===== src/rtl/obi_wb_pkg.sv =====
// obi_wb_pkg: shared state type, default widths and select-width helper for the OBI-to-Wishbone bridge
package obi_wb_pkg;
  typedef enum logic [1:0] {IDLE, BUS, RESP} bridge_state_e;
  localparam int DEF_ADDR_WIDTH = 32;
  localparam int DEF_DATA_WIDTH = 32;
  function automatic int sel_width(input int dw);
    return dw / 8;
  endfunction
endpackage


===== src/rtl/obi_wb_bridge.sv =====
// obi_wb_bridge: single-outstanding OBI request channel to Wishbone classic initiator
// with registered request fields, one-cycle response pulse, error and timeout reporting
module obi_wb_bridge
  import obi_wb_pkg::*;
#(
  parameter int ADDR_WIDTH     = DEF_ADDR_WIDTH,
  parameter int DATA_WIDTH     = DEF_DATA_WIDTH,
  parameter int TIMEOUT_CYCLES = 255
) (
  input  logic                               clk,
  input  logic                               rst_n,
  input  logic                               obi_req_i,
  output logic                               obi_gnt_o,
  input  logic [ADDR_WIDTH-1:0]              obi_addr_i,
  input  logic                               obi_we_i,
  input  logic [sel_width(DATA_WIDTH)-1:0]   obi_be_i,
  input  logic [DATA_WIDTH-1:0]              obi_wdata_i,
  output logic                               obi_rvalid_o,
  output logic [DATA_WIDTH-1:0]              obi_rdata_o,
  output logic                               obi_err_o,
  output logic                               wb_cyc_o,
  output logic                               wb_stb_o,
  output logic                               wb_we_o,
  output logic [sel_width(DATA_WIDTH)-1:0]   wb_sel_o,
  output logic [ADDR_WIDTH-1:0]              wb_adr_o,
  output logic [DATA_WIDTH-1:0]              wb_dat_o,
  input  logic [DATA_WIDTH-1:0]              wb_dat_i,
  input  logic                               wb_ack_i,
  input  logic                               wb_err_i
);
  localparam int SW = sel_width(DATA_WIDTH);
  localparam int CW = (TIMEOUT_CYCLES > 2) ? $clog2(TIMEOUT_CYCLES) : 1;
  localparam logic [CW-1:0] TO_LAST = CW'(TIMEOUT_CYCLES - 1);
  bridge_state_e         r_state;
  logic [CW-1:0]         r_cnt;
  logic                  r_we;
  logic                  r_err;
  logic [SW-1:0]         r_be;
  logic [ADDR_WIDTH-1:0] r_addr;
  logic [DATA_WIDTH-1:0] r_wdata;
  logic [DATA_WIDTH-1:0] r_rdata;
  logic                  w_to;
  assign w_to         = (TIMEOUT_CYCLES != 0) && (r_cnt == TO_LAST);
  assign obi_gnt_o    = obi_req_i && (r_state == IDLE || r_state == RESP);
  assign wb_cyc_o     = (r_state == BUS);
  assign wb_stb_o     = (r_state == BUS);
  assign wb_we_o      = r_we;
  assign wb_sel_o     = r_be;
  assign wb_adr_o     = r_addr;
  assign wb_dat_o     = r_wdata;
  assign obi_rvalid_o = (r_state == RESP);
  assign obi_err_o    = (r_state == RESP) && r_err;
  assign obi_rdata_o  = r_rdata;
  always_ff @(posedge clk or negedge rst_n) begin
    if (!rst_n) begin
      r_state <= IDLE;
      r_cnt   <= '0;
      r_we    <= 1'b0;
      r_err   <= 1'b0;
      r_be    <= '0;
      r_addr  <= '0;
      r_wdata <= '0;
      r_rdata <= '0;
    end else if (obi_gnt_o) begin
      r_state <= BUS;
      r_cnt   <= '0;
      r_we    <= obi_we_i;
      r_be    <= obi_be_i;
      r_addr  <= obi_addr_i;
      r_wdata <= obi_wdata_i;
    end else if (r_state == RESP) begin
      r_state <= IDLE;
    end else if (r_state == BUS) begin
      if (wb_ack_i || wb_err_i || w_to) begin
        r_state <= RESP;
        // a timeout (no ack) reports as an error just like wb_err_i
        r_err   <= wb_err_i || !wb_ack_i;
        r_rdata <= (wb_ack_i && !wb_err_i && !r_we) ? wb_dat_i : '0;
      end else if (r_cnt != '1) begin
        r_cnt <= r_cnt + 1'b1;
      end
    end
  end
endmodule

===== config.mk =====
export PLATFORM = sky130hd
export DESIGN_NAME = obi_wb_bridge
export DESIGN_NICKNAME = d
export VERILOG_FILES = /design/src/rtl/obi_wb_pkg.sv /design/src/rtl/obi_wb_bridge.sv
export SDC_FILE = /design/constraint.sdc
export NUM_CORES = 1
export LEC_CHECK = 0
export ABC_CLOCK_PERIOD_IN_PS = 2100
export BUFFER_PORTS_ARGS = -buffer_cell sky130_fd_sc_hd__buf_4
export CORE_MARGIN = 1
export CORE_UTILIZATION = 40
export DETAILED_ROUTE_END_ITERATION = 8
export PLACE_DENSITY_LB_ADDON = 0.12
export SLEW_MARGIN = 20
export SYNTH_ARGS = -nofsm -noshare
export SYNTH_HDL_FRONTEND = slang
export SYNTH_SLANG_ARGS = --single-unit

===== constraint.sdc =====
create_clock -name clk -period 2.1 [get_ports clk]
set_clock_uncertainty 0.15 [all_clocks]
set_input_delay 0.315 -clock clk [delete_from_list [all_inputs] [get_ports clk]]
set_output_delay 0.315 -clock clk [all_outputs]
set_load 0.02 [all_outputs]

==> flow_metrics.tcl, run 1 <==
set metrics [dict create \
    drive_above_1_share 0.348 \
    clkLatencyLatePin_ns 0.34 \
    ant_nets 0 \
    cts_tree "built" \
    final-hold-violation-count 0 \
    worst_setup_path_start_kind "flip-flop" \
    holdCritPathClass "input pin to flip-flop" \
    path_cells "nor2b_1, and2_1, buf_4" \
    dp_hpwl_um 8640 \
    powerDensity_nw_per_um2 1460 \
    grt_max_degree 66 \
    setup_tns_ns 0 \
    antenna_found_initial 0 \
    holdWs_ns 0.0137 \
    cts_resized 0 \
    dpl.cell_count 836 \
    cts.clk_slew.worst_paths_ns 0.07 \
    rrSetupSlack_ns 0.37 \
    maxSlewViolCount 0 \
    cts_root_buf "clkbuf_16" \
    vdd_drop_max_mv 0.766 \
    critPathCaptureType "output port" \
    pin_count 212 \
    ys_types 34 \
    layout.nets 815 \
    rr_worst_depth 3 \
    crit_path_end "obi_err_o" \
    crit_required_ns 1.63 \
    place_congestion 0.774 \
    timing.final.crit_share 0.859 \
    wl_per_cell_um 14.0 \
    cts_max_level 3 \
    cts_buffer_depth 2 \
    setup_slack_ns 0.296 \
    ys_ff_latch 112 \
    max_cap_violations 0 \
    critPathMaxStageDelay_ns 0.47 \
    diodes 0 \
    numCtsBuffers 9 \
    syn_inst 498 \
    setup_viol 0 \
    ys_warn_count 0 \
    area_growth_pct 43.7 \
    dr_total_vias 4137 \
    slowest_stage "dfrtp_1" \
    cts.sinks 112 \
    fill_cells 1000 \
    drt-vias-per-instance 4.85 \
    final_cells 853 \
    io_buffers 211 \
    die_w_um 110 \
    arrival_ns 1.34 \
    worst_r2r_endpoint "r_cnt[5]" \
    grt.total_usage 0.198 \
    period_minus_slack_ns 1.80 \
    die-area_um2 12200 \
    yosysSeqAreaShare 0.597 \
    fmax_mhz 554 \
    max-slew-margin-rel 0.645 \
    synth_fp_nets 606 \
    rsz0062_at_grt "false" \
    syn_area_per_cell_um2 9.43 \
    criticalPathCategory "flip-flop to output port" \
    final_cell_mix "buf_4, nand2_1, dfrtp_1" \
    drcViolationCount 0 \
    pre_cts_ws_ns 0.384 \
    grt-ovfl-total 0 \
    grt_pass1_vias 3952 \
    rr_startpoint "r_state[1]" \
    drt_iter0_markers 204 \
    startpoint "r_state[1]" \
    grt_pass1_wl_um 18700 \
    worstMarginPinSlew_ns 0.530 \
    die_h_um 110 \
    firstDrtPassIters 4 \
    status "finished, final reports clean" \
    syn_area_um2 4690 \
    rows 39 \
    wirelength_um 11900 \
    ctsHoldBuffers 3 \
    leakage_nw 3.62 \
    initial_core_util 0.411 \
    core_area_um2 11400 \
    critical_path.max_fanout 5 \
    cts_setup_buffers 0 \
    final_common_cell "buf_4" \
    finalPower_mw 9.83 \
]
critical path, delay by kind of cell, from the launching register on:
| family | cells | cell delay, ns |
|---|---|---|
| AND/OR/NAND/NOR | 2 | 0.40 |
| buffers and inverters | 1 | 0.14 |
| flip-flops | 1 | 0.47 |
sequential cells by signal, indices dropped and copies added (netlist names):
signal	flops
obi_rdata_o	32
wb_adr_o	32
wb_dat_o	32
r_cnt	8
wb_sel_o	4
r_state	2
r_err	1
wb_we_o	1
worst min-delay path by stage:
stage	from	endpoint	slack, ns	cells past startpoint
3_3_place_gp	rst_n	obi_rdata_o[10]	0.06	1
5_1_grt	obi_wdata_i[22]	wb_dat_o[22]	0.007	3
3_5_place_dp	rst_n	obi_rdata_o[10]	0.06	1
4_1_cts	obi_wdata_i[29]	wb_dat_o[29]	0.00005	3
2_1_floorplan	rst_n	obi_rdata_o[0]	-0.13	0
6_report	obi_addr_i[12]	wb_adr_o[12]	0.01	3
metal layers:
metal  wire length, µm  global-route usage  vias to the layer above
met4               348              0.0865                        0
met1              4970               0.245                     1931
met3               803              0.0453                       24
met2              5830               0.330                      147
met5                 0                   0                        -
li1                  -                   -                     2035
stage by stage:
step                      instance area, µm²  utilization
final                                   6750        0.591
after global routing                    6750        0.591
after CTS                               6750        0.591
after detailed placement                6440        0.564
after global placement                  6440        0.564
after floorplan                         4690            -
power by group:
part	leakage (nW)	switching, mW	internal (mW)
logic	2.07	2.64	1.90
registers	1.41	0.609	3.08
clock network	0.135	0.710	0.891
layout make-up:
| cell class | count | area, µm² | share of cell area |
|---|---|---|---|
| Clock buffer | 14 | 274 | 0.0406 |
| Inverter | 36 | 135 | 0.0200 |
| Sequential cell | 112 | 2800 | 0.415 |
| Timing Repair Buffer | 229 | 1740 | 0.258 |
| Tap cell | 143 | 179 | 0.0265 |
| Multi-Input combinational cell | 319 | 1620 | 0.240 |
logic make-up (layout without fill, tap and decap cells):
family,Yosys count,count (layout),synth area share
flip-flops,112,112,0.597
AND/OR/NAND/NOR,235,235,0.206
adder cells (fa/ha/maj),2,2,0.00533
buffers and inverters,67,279,0.0610
multiplexers,4,4,0.00853
AO/OA/AOI/OAI,78,78,0.122
cell usage after synthesis:
| cell | instances | area, µm² |
|---|---|---|
| nand2_1 | 213 | 800 |
| dfrtp_1 | 112 | 2800 |
| inv_1 | 36 | 135 |
| a32oi_1 | 32 | 280 |
| o21ai_0 | 26 | 130 |
| buf_2 | 23 | 115 |
| o21ai_1 | 6 | 30.0 |
| clkbuf_1 | 5 | 18.8 |
| mux2i_1 | 4 | 40.0 |
| nand2b_1 | 4 | 25.0 |
| nor2_1 | 4 | 15.0 |
| and2_1 | 3 | 18.8 |
| a211oi_2 | 2 | 25.0 |
| a21oi_1 | 2 | 10.0 |
| a41oi_1 | 2 | 17.5 |
| clkbuf_2 | 2 | 10.0 |
| ha_1 | 2 | 25.0 |
| nand4_1 | 2 | 12.5 |
| nor2b_1 | 2 | 12.5 |
| nor3_1 | 2 | 10.0 |
| a211oi_1 | 1 | 7.51 |
| a31oi_1 | 1 | 6.26 |
| and3_1 | 1 | 6.26 |
| and4_1 | 1 | 8.76 |
| buf_4 | 1 | 7.51 |
| nand4_4 | 1 | 21.3 |
| nor3b_2 | 1 | 12.5 |
| nor4b_4 | 1 | 23.8 |
| o2111a_1 | 1 | 11.3 |
| o211a_1 | 1 | 10.0 |
| o21a_1 | 1 | 7.51 |
| o311a_1 | 1 | 10.0 |
| o31ai_1 | 1 | 7.51 |
| o31ai_4 | 1 | 21.3 |
No activity file was read; power rests on OpenSTA's default activity.
==> run 2: changes to the inputs <==
ABC_CLOCK_PERIOD_IN_PS = 2300   (was 2100)
clock period = 2.3 ns   (was 2.1 ns; I/O delays follow)
==> run 2 against run 1 <==
Net effect:
- clock-buffer cell count did not move
- flip-flop and latch count is the same
- worst hold slack gained 0.028 ns
- via count shrank 0.17%
- total power fell by 6.4%
- cell count decreased by 0.35%
- global-route usage fell by 0.14 points
- core utilization increased by 0.26 points
- wire length up 0.13%
- clock power is 6% higher
- register-to-register slack improved by 0.21 ns
- first-iteration DRC count grew 23%
- critical path type unchanged
- critical endpoint unchanged
- largest power group unchanged
- highest routed layer unchanged
==> flow_metrics.tcl, run 2 (same netlist as run 1, synthesis figures left out) <==
set metrics [dict create \
    cts.sinks 112 \
    fill_cells 977 \
    layout.nets 810 \
    ant_nets 0 \
    status "finished, final reports clean" \
    place_congestion 0.741 \
    dpl.cell_count 833 \
    critical_path.max_fanout 5 \
    initial_core_util 0.411 \
    cts.clk_slew.worst_paths_ns 0.07 \
    critPathCaptureType "output port" \
    p_switching_mw 3.63 \
    powerDensity_nw_per_um2 1360 \
    grt.total_usage 0.196 \
    numCtsBuffers 9 \
    finalPower_mw 9.20 \
    antenna_found_initial 0 \
    arrival_ns 1.35 \
    setup_tns_ns 0 \
    rsz0062_at_grt "false" \
    worst_setup_path_start_kind "flip-flop" \
    timing.final.crit_share 0.802 \
    diodes 0 \
    cts_root_buf "clkbuf_16" \
    drive_above_1_share 0.348 \
    pwr-share-comb 0.449 \
    vdd_drop_max_mv 0.647 \
    drcViolationCount 0 \
    final_common_cell "buf_4" \
    drt-vias-per-instance 4.86 \
    clkLatencyLatePin_ns 0.33 \
    crit_required_ns 1.80 \
    final_area_um2 6780 \
    final-hold-violation-count 0 \
    switching_share 0.395 \
    worstMarginPinSlew_ns 0.530 \
    die_h_um 110 \
    holdCritPathClass "input pin to flip-flop" \
    grt-ovfl-total 0 \
    max_cap_violations 0 \
    die-area_um2 12200 \
    max-slew-margin-rel 0.645 \
    die_w_um 110 \
    cts_buffer_depth 2 \
    criticalPathCategory "flip-flop to output port" \
    core_area_um2 11400 \
    holdWs_ns 0.0422 \
    pwr-share-seq 0.366 \
    wl_per_cell_um 14.1 \
    cts_tree "built" \
    firstDrtPassIters 4 \
    dr_total_vias 4130 \
    fmax_mhz 542 \
    drt_iter0_markers 251 \
    pin_count 212 \
    period_minus_slack_ns 1.84 \
    wirelength_um 12000 \
    grt_max_degree 68 \
    leakage_nw 3.63 \
    grt_pass1_vias 3880 \
    post_dp_cell_area_um2 6430 \
    maxSlewViolCount 0 \
    final_cell_mix "buf_4, nand2_1, dfrtp_1" \
    cts_max_level 3 \
    setup_viol 0 \
    grt_pass1_wl_um 18400 \
    clkPwrFrac 0.185 \
    area_growth_pct 44.3 \
    rows 39 \
    io_buffers 211 \
    dp_hpwl_um 8450 \
    final_cells 850 \
    cell_internal_pwr_mw 5.57 \
]
==> run 2: worst paths after layout <==
kind	cells after the start	endpoint	startpoint	slack [ns]
max	3	obi_err_o	r_state[1]	0.46
max reg2reg	3	r_cnt[5]	r_state[1]	0.58
min in group asynchronous	3	obi_rdata_o[17]	rst_n	0.38
min reg2reg	2	wb_adr_o[10]	wb_adr_o[10]	0.32
max in group asynchronous	3	wb_dat_o[26]	rst_n	1.28
min	3	wb_adr_o[10]	obi_addr_i[10]	0.04
==> run 2: critical path, cell delays in order, from the launching register on <==
cell     delay, ns
dfrtp_1       0.48
nor2b_1       0.25
and2_1        0.15
buf_4         0.14
==> run 2: per-layer routing <==
metal / share of wire / routed length, µm / vias to the layer above / global-route usage
li1: - / - / 2035 / -
met1: 0.43 / 5090 / 1957 / 0.245
met2: 0.50 / 5970 / 123 / 0.335
met3: 0.058 / 699 / 15 / 0.0353
met4: 0.017 / 201 / 0 / 0.0818
met5: 0 / 0 / - / 0
==> run 2: area by class of cell <==
class                           count  area [µm²]  area share
Multi-Input combinational cell    319        1620       0.239
Timing Repair Buffer              224        1710       0.252
Clock inverter                      2        60.1     0.00886
Tap cell                          143         179      0.0264
Clock buffer                       14         274      0.0404
Sequential cell                   112        2800       0.414
Inverter                           36         135      0.0199
==> run 2: stage by stage <==
step                setup WS, ns   util
global placement           0.650  0.563
CTS                        0.413  0.593
detailed placement         0.581  0.563
global route               0.375  0.593
floorplan                  0.703      -
finish                     0.456  0.593
==> run 2: timing repair <==
item                      CTS  global route
hold endpoints to repair  112             0
hold buffers                1             0
buffers inserted            0             0
gates resized for setup     0             0
==> run 2: power groups by stage <==
stage / sequential [mW] / combinational (mW) / clock [mW]
6_report: 3.36 / 4.13 / 1.70
5_1_grt: 3.48 / 4.53 / 1.83
4_1_cts: 3.37 / 4.19 / 1.75
3_5_place_dp: 3.39 / 4.18 / 0
3_3_place_gp: 3.36 / 4.09 / 0
2_1_floorplan: 4.30 / 1.33 / 0
